[src/rtl/cpu_ctrl_if.sv]
// cpu_ctrl_if: opcode/flag inputs and datapath strobes between the controller and the datapath
interface cpu_ctrl_if;
  logic [2:0] opcode;
  logic zero, rd, wr, load_ir, ir_sel, inc_pc, load_pc, load_acc, alu_ena, datactl_ena;
  modport master(input opcode, zero,
                 output rd, wr, load_ir, ir_sel, inc_pc, load_pc, load_acc, alu_ena, datactl_ena);
  modport slave(output opcode, zero,
                input rd, wr, load_ir, ir_sel, inc_pc, load_pc, load_acc, alu_ena, datactl_ena);
endinterface

[src/rtl/cpu_ctrl_fsm.sv]
// cpu_ctrl_fsm: fetch/decode/execute sequencer for the 8-bit accumulator CPU; define CPU_CTRL_RESUME_EN to allow leaving HALT via resume
module cpu_ctrl_fsm #(
  parameter int INSN_CNT_W = 16
) (
  input  logic                  clk,
  input  logic                  rst,
  input  logic                  ena,
`ifdef CPU_CTRL_RESUME_EN
  input  logic                  resume,
`endif
  cpu_ctrl_if.master            bus,
  output logic                  halt,
  output logic [2:0]            state,
  output logic [INSN_CNT_W-1:0] insn_cnt
);
  typedef enum logic [2:0] {S_FH, S_FL, S_DEC, S_ALU, S_MEM, S_WB, S_PC, S_HALT} state_t;
  state_t st, nxt;
  logic [2:0] op_q;
  logic zero_q, en, mem_op, sto, skz, wake, retire;
`ifdef CPU_CTRL_RESUME_EN
  assign wake = st == S_HALT && resume;
`else
  assign wake = 1'b0;
`endif
  assign retire = st == S_PC || wake;
  assign en = ena && !rst;
  assign mem_op = op_q inside {3'b010, 3'b011, 3'b100, 3'b101};
  assign sto = op_q == 3'b110;
  assign skz = op_q == 3'b001 && zero_q;
  assign state = st;
  always_comb begin
    nxt = st == S_FH  ? S_FL :
          st == S_FL  ? S_DEC :
          st == S_DEC ? (bus.opcode == 3'b000 ? S_HALT : S_ALU) :
          st == S_ALU ? S_MEM :
          st == S_MEM ? S_WB :
          st == S_WB  ? S_PC :
          st == S_PC  ? S_FH :
          (wake ? S_FH : S_HALT);
    bus.rd          = en && (st inside {S_FH, S_FL} || (st inside {S_ALU, S_MEM} && mem_op));
    bus.load_ir     = en && st inside {S_FH, S_FL};
    bus.ir_sel      = en && st == S_FL;
    bus.inc_pc      = en && (st inside {S_FH, S_FL} || (st inside {S_WB, S_PC} && skz));
    bus.load_pc     = en && st == S_PC && op_q == 3'b111;
    bus.load_acc    = en && st == S_MEM && mem_op;
    bus.alu_ena     = en && st == S_ALU;
    bus.wr          = en && st inside {S_MEM, S_WB} && sto;
    bus.datactl_ena = en && st inside {S_MEM, S_WB} && sto;
    halt            = !rst && st == S_HALT;
  end
  always_ff @(posedge clk) begin
    if (rst) begin
      st       <= S_FH;
      op_q     <= '0;
      zero_q   <= 1'b0;
      insn_cnt <= '0;
    end else if (ena) begin
      st <= nxt;
      if (st == S_DEC) begin
        op_q   <= bus.opcode;
        zero_q <= bus.zero;
      end
      if (retire) insn_cnt <= insn_cnt + 1'b1;
    end
  end
endmodule
[src/flat_wrapper.sv]
// flat-port wrapper written by rule: the top's interface ports become plain ports
module cpu_ctrl_fsm_flat 
#(
  parameter int INSN_CNT_W = 16
)
  (clk, rst, ena, halt, state, insn_cnt, bus_opcode, bus_zero, bus_rd, bus_wr, bus_load_ir, bus_ir_sel, bus_inc_pc, bus_load_pc, bus_load_acc, bus_alu_ena, bus_datactl_ena);
  cpu_ctrl_if bus_i ();
  input  logic clk;
  input  logic rst;
  input  logic ena;
  output logic halt;
  output logic [2:0] state;
  output logic [INSN_CNT_W-1:0] insn_cnt;
  input wire logic [$bits(bus_i.opcode)-1:0] bus_opcode;
  input wire logic [$bits(bus_i.zero)-1:0] bus_zero;
  output wire logic [$bits(bus_i.rd)-1:0] bus_rd;
  output wire logic [$bits(bus_i.wr)-1:0] bus_wr;
  output wire logic [$bits(bus_i.load_ir)-1:0] bus_load_ir;
  output wire logic [$bits(bus_i.ir_sel)-1:0] bus_ir_sel;
  output wire logic [$bits(bus_i.inc_pc)-1:0] bus_inc_pc;
  output wire logic [$bits(bus_i.load_pc)-1:0] bus_load_pc;
  output wire logic [$bits(bus_i.load_acc)-1:0] bus_load_acc;
  output wire logic [$bits(bus_i.alu_ena)-1:0] bus_alu_ena;
  output wire logic [$bits(bus_i.datactl_ena)-1:0] bus_datactl_ena;
  assign bus_i.opcode = bus_opcode;
  assign bus_i.zero = bus_zero;
  assign bus_rd = bus_i.rd;
  assign bus_wr = bus_i.wr;
  assign bus_load_ir = bus_i.load_ir;
  assign bus_ir_sel = bus_i.ir_sel;
  assign bus_inc_pc = bus_i.inc_pc;
  assign bus_load_pc = bus_i.load_pc;
  assign bus_load_acc = bus_i.load_acc;
  assign bus_alu_ena = bus_i.alu_ena;
  assign bus_datactl_ena = bus_i.datactl_ena;
  cpu_ctrl_fsm #(.INSN_CNT_W(INSN_CNT_W)) u_core (.clk(clk), .rst(rst), .ena(ena), .bus(bus_i), .halt(halt), .state(state), .insn_cnt(insn_cnt));
endmodule
[config.mk]
export PLATFORM = sky130hd
export DESIGN_NAME = cpu_ctrl_fsm_flat
export DESIGN_NICKNAME = d
export VERILOG_FILES = /design/src/rtl/cpu_ctrl_if.sv /design/src/rtl/cpu_ctrl_fsm.sv /design/src/flat_wrapper.sv
export SDC_FILE = /design/constraint.sdc
export NUM_CORES = 1
export LEC_CHECK = 0
export CAP_MARGIN = 10
export CORE_MARGIN = 8
export CORE_UTILIZATION = 30
export CTS_CLUSTER_SIZE = 28
export DETAILED_ROUTE_END_ITERATION = 16
export GPL_ROUTABILITY_DRIVEN = 0
export SLEW_MARGIN = 20
export SYNTH_ARGS = -nofsm -noshare
export SYNTH_HDL_FRONTEND = slang
export SYNTH_SLANG_ARGS = --single-unit
[constraint.sdc]
create_clock -name clk -period 2.5 [get_ports clk]
set_input_delay 0.5 -clock clk [delete_from_list [all_inputs] [get_ports clk]]
set_output_delay 0.5 -clock clk [all_outputs]
set_load 0.01 [all_outputs]
* Word-level counts from Yosys, hierarchy flattened
Cells that the tools add are included.
Cells by class: add/sub/neg operators 1, multipliers 0, div/mod/pow operators 0, magnitude comparators 0, equality and inequality tests 14, shift-type cells 0, multiplexer cells 8, bitwise gates (word level) 0, reduce and logical (&&, ||, !) cells 28
Operators by type and width (count):
- $eq 3x3->1 const B | 8
- $mux 3 | 8
- $add 16x1->16 const B | 1
- $logic_and 1x1->1 | 16
- $eq 3x2->1 const B | 4
- $reduce_bool 2->1 | 4
- $eq 3x1->1 const B | 2
- $logic_not 3->1 | 2
- $reduce_and 2->1 | 2
- $reduce_bool 4->1 | 1
- $logic_or 1x1->1 | 2
- $logic_not 1->1 | 1
Storage, ports and cells: bits in registers 23, bits in latches 0, bits in writable memories 0, ROM bits 0, output and inout bits 29, logic and storage cells 55, memories kept 0

* Depth between registers and ports, before layout
word-level depth 8, gate-level depth with buffers 7, mapped depth without buffers 6

* Worst setup path before layout
No wires, ideal clock.
path kind input to output, start point input port rst, end point output port bus_wr, data arrival time 1.750 ns, data required time 2.000 ns, slack 0.250 ns, cell stages on the path 4, buffers on the path 2, path through clkbuf_1 or3_1 nor4_1 buf_4
On the way: word-level cells in the longest chain between the ends 4
RTL lines:
- start, declared | line flat_wrapper.sv:9 | input logic rst;
- $logic_not 1->1 | line cpu_ctrl_fsm.sv:26 | assign en = ena && !rst;
- $logic_and 1x1->1 | line cpu_ctrl_fsm.sv:26
- $logic_and 1x1->1 (2 in a row)
- end, declared | line flat_wrapper.sv:17 | output wire logic [$bits(bus_i.wr)-1:0] bus_wr;
Every way passes these cells.

* Final worst setup path
start point input port ena, end point output port bus_load_ir
On the way: word-level cells in the longest chain between the ends 2
RTL lines:
- start, declared | line flat_wrapper.sv:10 | input logic ena;
- $logic_and 1x1->1 | line cpu_ctrl_fsm.sv:26
- $logic_and 1x1->1 | line cpu_ctrl_fsm.sv:41 | bus.load_ir = en && st inside {S_FH, S_FL};
- end, declared | line flat_wrapper.sv:18 | output wire logic [$bits(bus_i.load_ir)-1:0] bus_load_ir;
Every way passes these cells.

==> qor.csv <==
stage,metric,value,unit
pwr,pwr-share-seq,53.9,%
logic_synthesis,synthTopCellsByArea,"dfxtp_1, xnor2_1, nor2_1",
final_layout,num-fill-cells,395,
detailed_routing,vias,1223,
placement,dpl-instance-area,1684,µm²
floorplanning,ioPinCount,36,
final_layout,area_growth,38.16,%
sta,setup_tns,0,ns
grt,grt_max_degree,28,
sta,skew,0.005344,ns
placement,io_buffers,35,
logic_synthesis,synth_edf_count,0,
final_layout,layout.nets,201,
setup_path,r2r_cells,5,
detailed_routing,antenna_left,0,
pwr,cellPowerDensity,400.8,nW/µm²
setup_path,r2r_slack,0.83,ns
flow_run,drv_cap,0,
logic_synthesis,synth_area,1252,µm²
placement,dp_cells,237,
detailed_routing,route.detailed.drc,0,
final_layout,fin_util,43.26,%
detailed_routing,drt_wl_total,3347,µm
setup_path,crit_path_top_delay_cell,clkdlybuf4s50_1,
pwr,p_comb_share,12.9,%
sta,post-route-min-period,2.456,ns
final_layout,drive_above_1_share,12.04,%
floorplanning,start_util,31.31,%
setup_path,r2r-end,u_core.insn_cnt[14],
clocking,clk_latency,0.27,ns
grt,grt_overflow_total,0,
pwr,ir_drop,0.0003191,V
clocking,hold_buffers,0,
setup_path,cp_max_fo,3,
sta,fin_crit_sh,98.26,%
floorplanning,core-area,4000,µm²
logic_synthesis,ys_warn_count,0,
logic_synthesis,synth_area_leader_cell,dfxtp_1,
sta,rsz0062_at_grt,no,
pwr,p_switching,167.0,µW
sta,fin_ws,0.04358,ns
grt,grt_usage,10.55,%
logic_synthesis,yosysSeqAreaShare,36.76,%
sta,max_slew_margin,73.66,%
logic_synthesis,netlist_instances,151,
logic_synthesis,synth-seq-cells,23,
setup_path,critPathRequiredTime,2.00,ns
pwr,p_sw_share,24.08,%
pwr,intPower,526.6,µW
setup_path,cp.buffers_inverters,4,
placement,hpwl,2469,µm
final_layout,design_area,1730,µm²
clocking,clk_path_buf_depth,2,
detailed_routing,drt_iter0_drc,98,
setup_path,end_kind,output port,
detailed_routing,routedWlPerCell,13.89,µm
setup_path,r2r-start,u_core.state[0],
detailed_routing,first_pass_iters,4,
floorplanning,die_h,80.61,µm
setup_path,cp_top_family,buffers and inverters,
run_status,status,finished clean,
worst_hold_path,hp-start,u_core.insn_cnt[15],
setup_path,crit_chain,clkdlybuf4s50_1 -> inv_1 -> or3_1 -> buf_4 -> nor2_1 -> clkdlybuf4s15_1,
grt,first_global_vias,1146,
logic_synthesis,synth.distinct_cells,35,
clocking,ctsHtreeMaxLevel,1,
sta,setup_violations,0,
pwr,leakage,0.0005977,µW
worst_hold_path,hold_class,reg2reg,
sta,max_freq,407.1,MHz
clocking,cts.sinks,23,
clocking,cts_root_buf,clkbuf_8,
floorplanning,rows,23,
final_layout,finalNonFillerCells,241,
sta,hold_violations,0,
final_layout,diodes,0,
logic_synthesis,syn_area_per_cell,8.294,µm²
worst_hold_path,whs_path_depth,2,
logic_synthesis,synth_top_area_share,36.76,%
setup_path,setup.worst_path.class,in2out,
pwr,clock_power_share,33.1,%
sta,tightest_slew,0.3921,ns
clocking,numCtsBuffers,3,
worst_hold_path,min_to,u_core.insn_cnt[15],
detailed_routing,avgViaCountPerCell,5.075,
floorplanning,fp.dieW,80.61,µm
clocking,cts_tree,yes,
floorplanning,dieArea,6498,µm²
grt,antenna_found_initial,0,
logic_synthesis,synthArstFlopShare,0,%
logic_synthesis,syn-num-nets,160,
placement,dp_slack,-0.4047,ns
logic_synthesis,synth_top_flop_cell,dfxtp_1,
setup_path,critical_path.max_stage_delay,0.49,ns
clocking,clk_pin_slew,0.08,ns
sta,slew_viol_final,0,
grt,grt_pass1_wl,5526,µm
setup_path,start_kind,primary input,
setup_path,crit_arrival,1.96,ns
==> registers in the layout, summed over array words and instances, names as in the netlist <==
signal	count
u_core.zero_q	1
u_core.insn_cnt	16
u_core.op_q	3
u_core.state	3
==> layout by cell type (no fill, tap or decap), types with 2 or more instances in the layout <==
cell type,synthesis,layout
inv_1,5,5
xnor2_1,11,11
nand3_1,6,6
nand4_1,3,3
a21oi_1,10,10
clkdlybuf4s50_1,0,26
dfxtp_1,23,23
nor3_1,11,11
nor4_1,4,2
nor4_2,3,5
o21ai_0,5,5
nor2_1,20,20
dlygate4sd2_1,0,3
ha_1,2,2
clkbuf_8,0,3
nand2_1,13,13
mux2i_1,5,5
nand4b_1,2,2
and2_1,2,2
buf_2,0,2
and3_1,2,2
or3_1,3,3
buf_4,1,8
==> metal layers <==
metal	share of wire (%)	routed length, µm	GRT usage, %
met5	0	0	0
met4	1.5	49	4.364
met3	5.4	181	3.795
met2	48	1592	17.00
met1	46	1523	12.29
==> metrics by stage <==
step | total power [µW] | hold slack, ns
6_report | 693.6 | 0.5014
4_1_cts | 704.4 | 0.5040
3_3_place_gp | 470.8 | 0.4829
2_1_floorplan | 429.6 | 0.4510
5_1_grt | 727.0 | 0.5480
3_5_place_dp | 473.1 | 0.4906
==> final cells by class <==
cell class,instances,area (µm²),area share (%)
Inverter,5,18.77,1.085
Multi-Input combinational cell,115,737.0,42.59
Sequential cell,23,460.4,26.61
Clock buffer,4,45.04,2.603
Tap cell,50,62.56,3.615
Timing Repair Buffer,44,406.6,23.50
==> power groups by stage <==
stage | Combinational, µW | Sequential (µW) | Clock (µW)
after detailed placement | 90.4 | 383 | 0
after global placement | 88.1 | 383 | 0
after global routing | 96.2 | 375 | 256
after CTS | 89.9 | 374 | 241
after floorplan | 43.6 | 386 | 0
final | 89.7 | 374 | 230
==> worst register-to-register path: stages (launching register included) <==
cell and delay (ns):
dfxtp_1 0.32, buf_4 0.17, nand4b_4 0.25, or4_1 0.60, o21ai_1 0.15, a21oi_1 0.07
==> cells in the mapped netlist, types with 3 or more instances <==
library cell / number
dfxtp_1: 23
nor2_1: 20
nand2_1: 13
nor3_1: 11
xnor2_1: 11
a21oi_1: 10
nand3_1: 6
inv_1: 5
mux2i_1: 5
o21ai_0: 5
nor4_1: 4
clkbuf_1: 3
nand4_1: 3
nor4_2: 3
or3_1: 3
==> logic make-up (layout without fill, tap and decap cells) <==
family / after synthesis / in the layout / share of synthesized area, %
compound gates: 20 / 20 / 8.891
xor+xnor: 12 / 12 / 8.392
fa+ha+maj: 2 / 2 / 1.998
buf+inv: 13 / 53 / 5.395
flops: 23 / 23 / 36.76
mux: 5 / 5 / 3.996
simple gates: 76 / 76 / 34.57
==> how the worst max path moves through the flow <==
stage	from	endpoint	slack, ns	cells past startpoint
2_1_floorplan	rst	bus_wr	0.25	4
3_3_place_gp	ena	bus_datactl_ena	-0.33	5
3_5_place_dp	ena	bus_datactl_ena	-0.40	5
4_1_cts	ena	bus_ir_sel	0.003	6
5_1_grt	ena	bus_load_ir	0.0003	6
6_report	ena	bus_load_ir	0.04	6
==> timing repair <==
| item | CTS | global route |
|---|---|---|
| hold endpoints to repair | 0 | 0 |
| pin swaps | 1 | 0 |
| gates resized for setup | 19 | 6 |
| buffers inserted | 0 | 0 |
| setup endpoints to repair | 9 | 5 |
(Power assumes the default switching activity.)
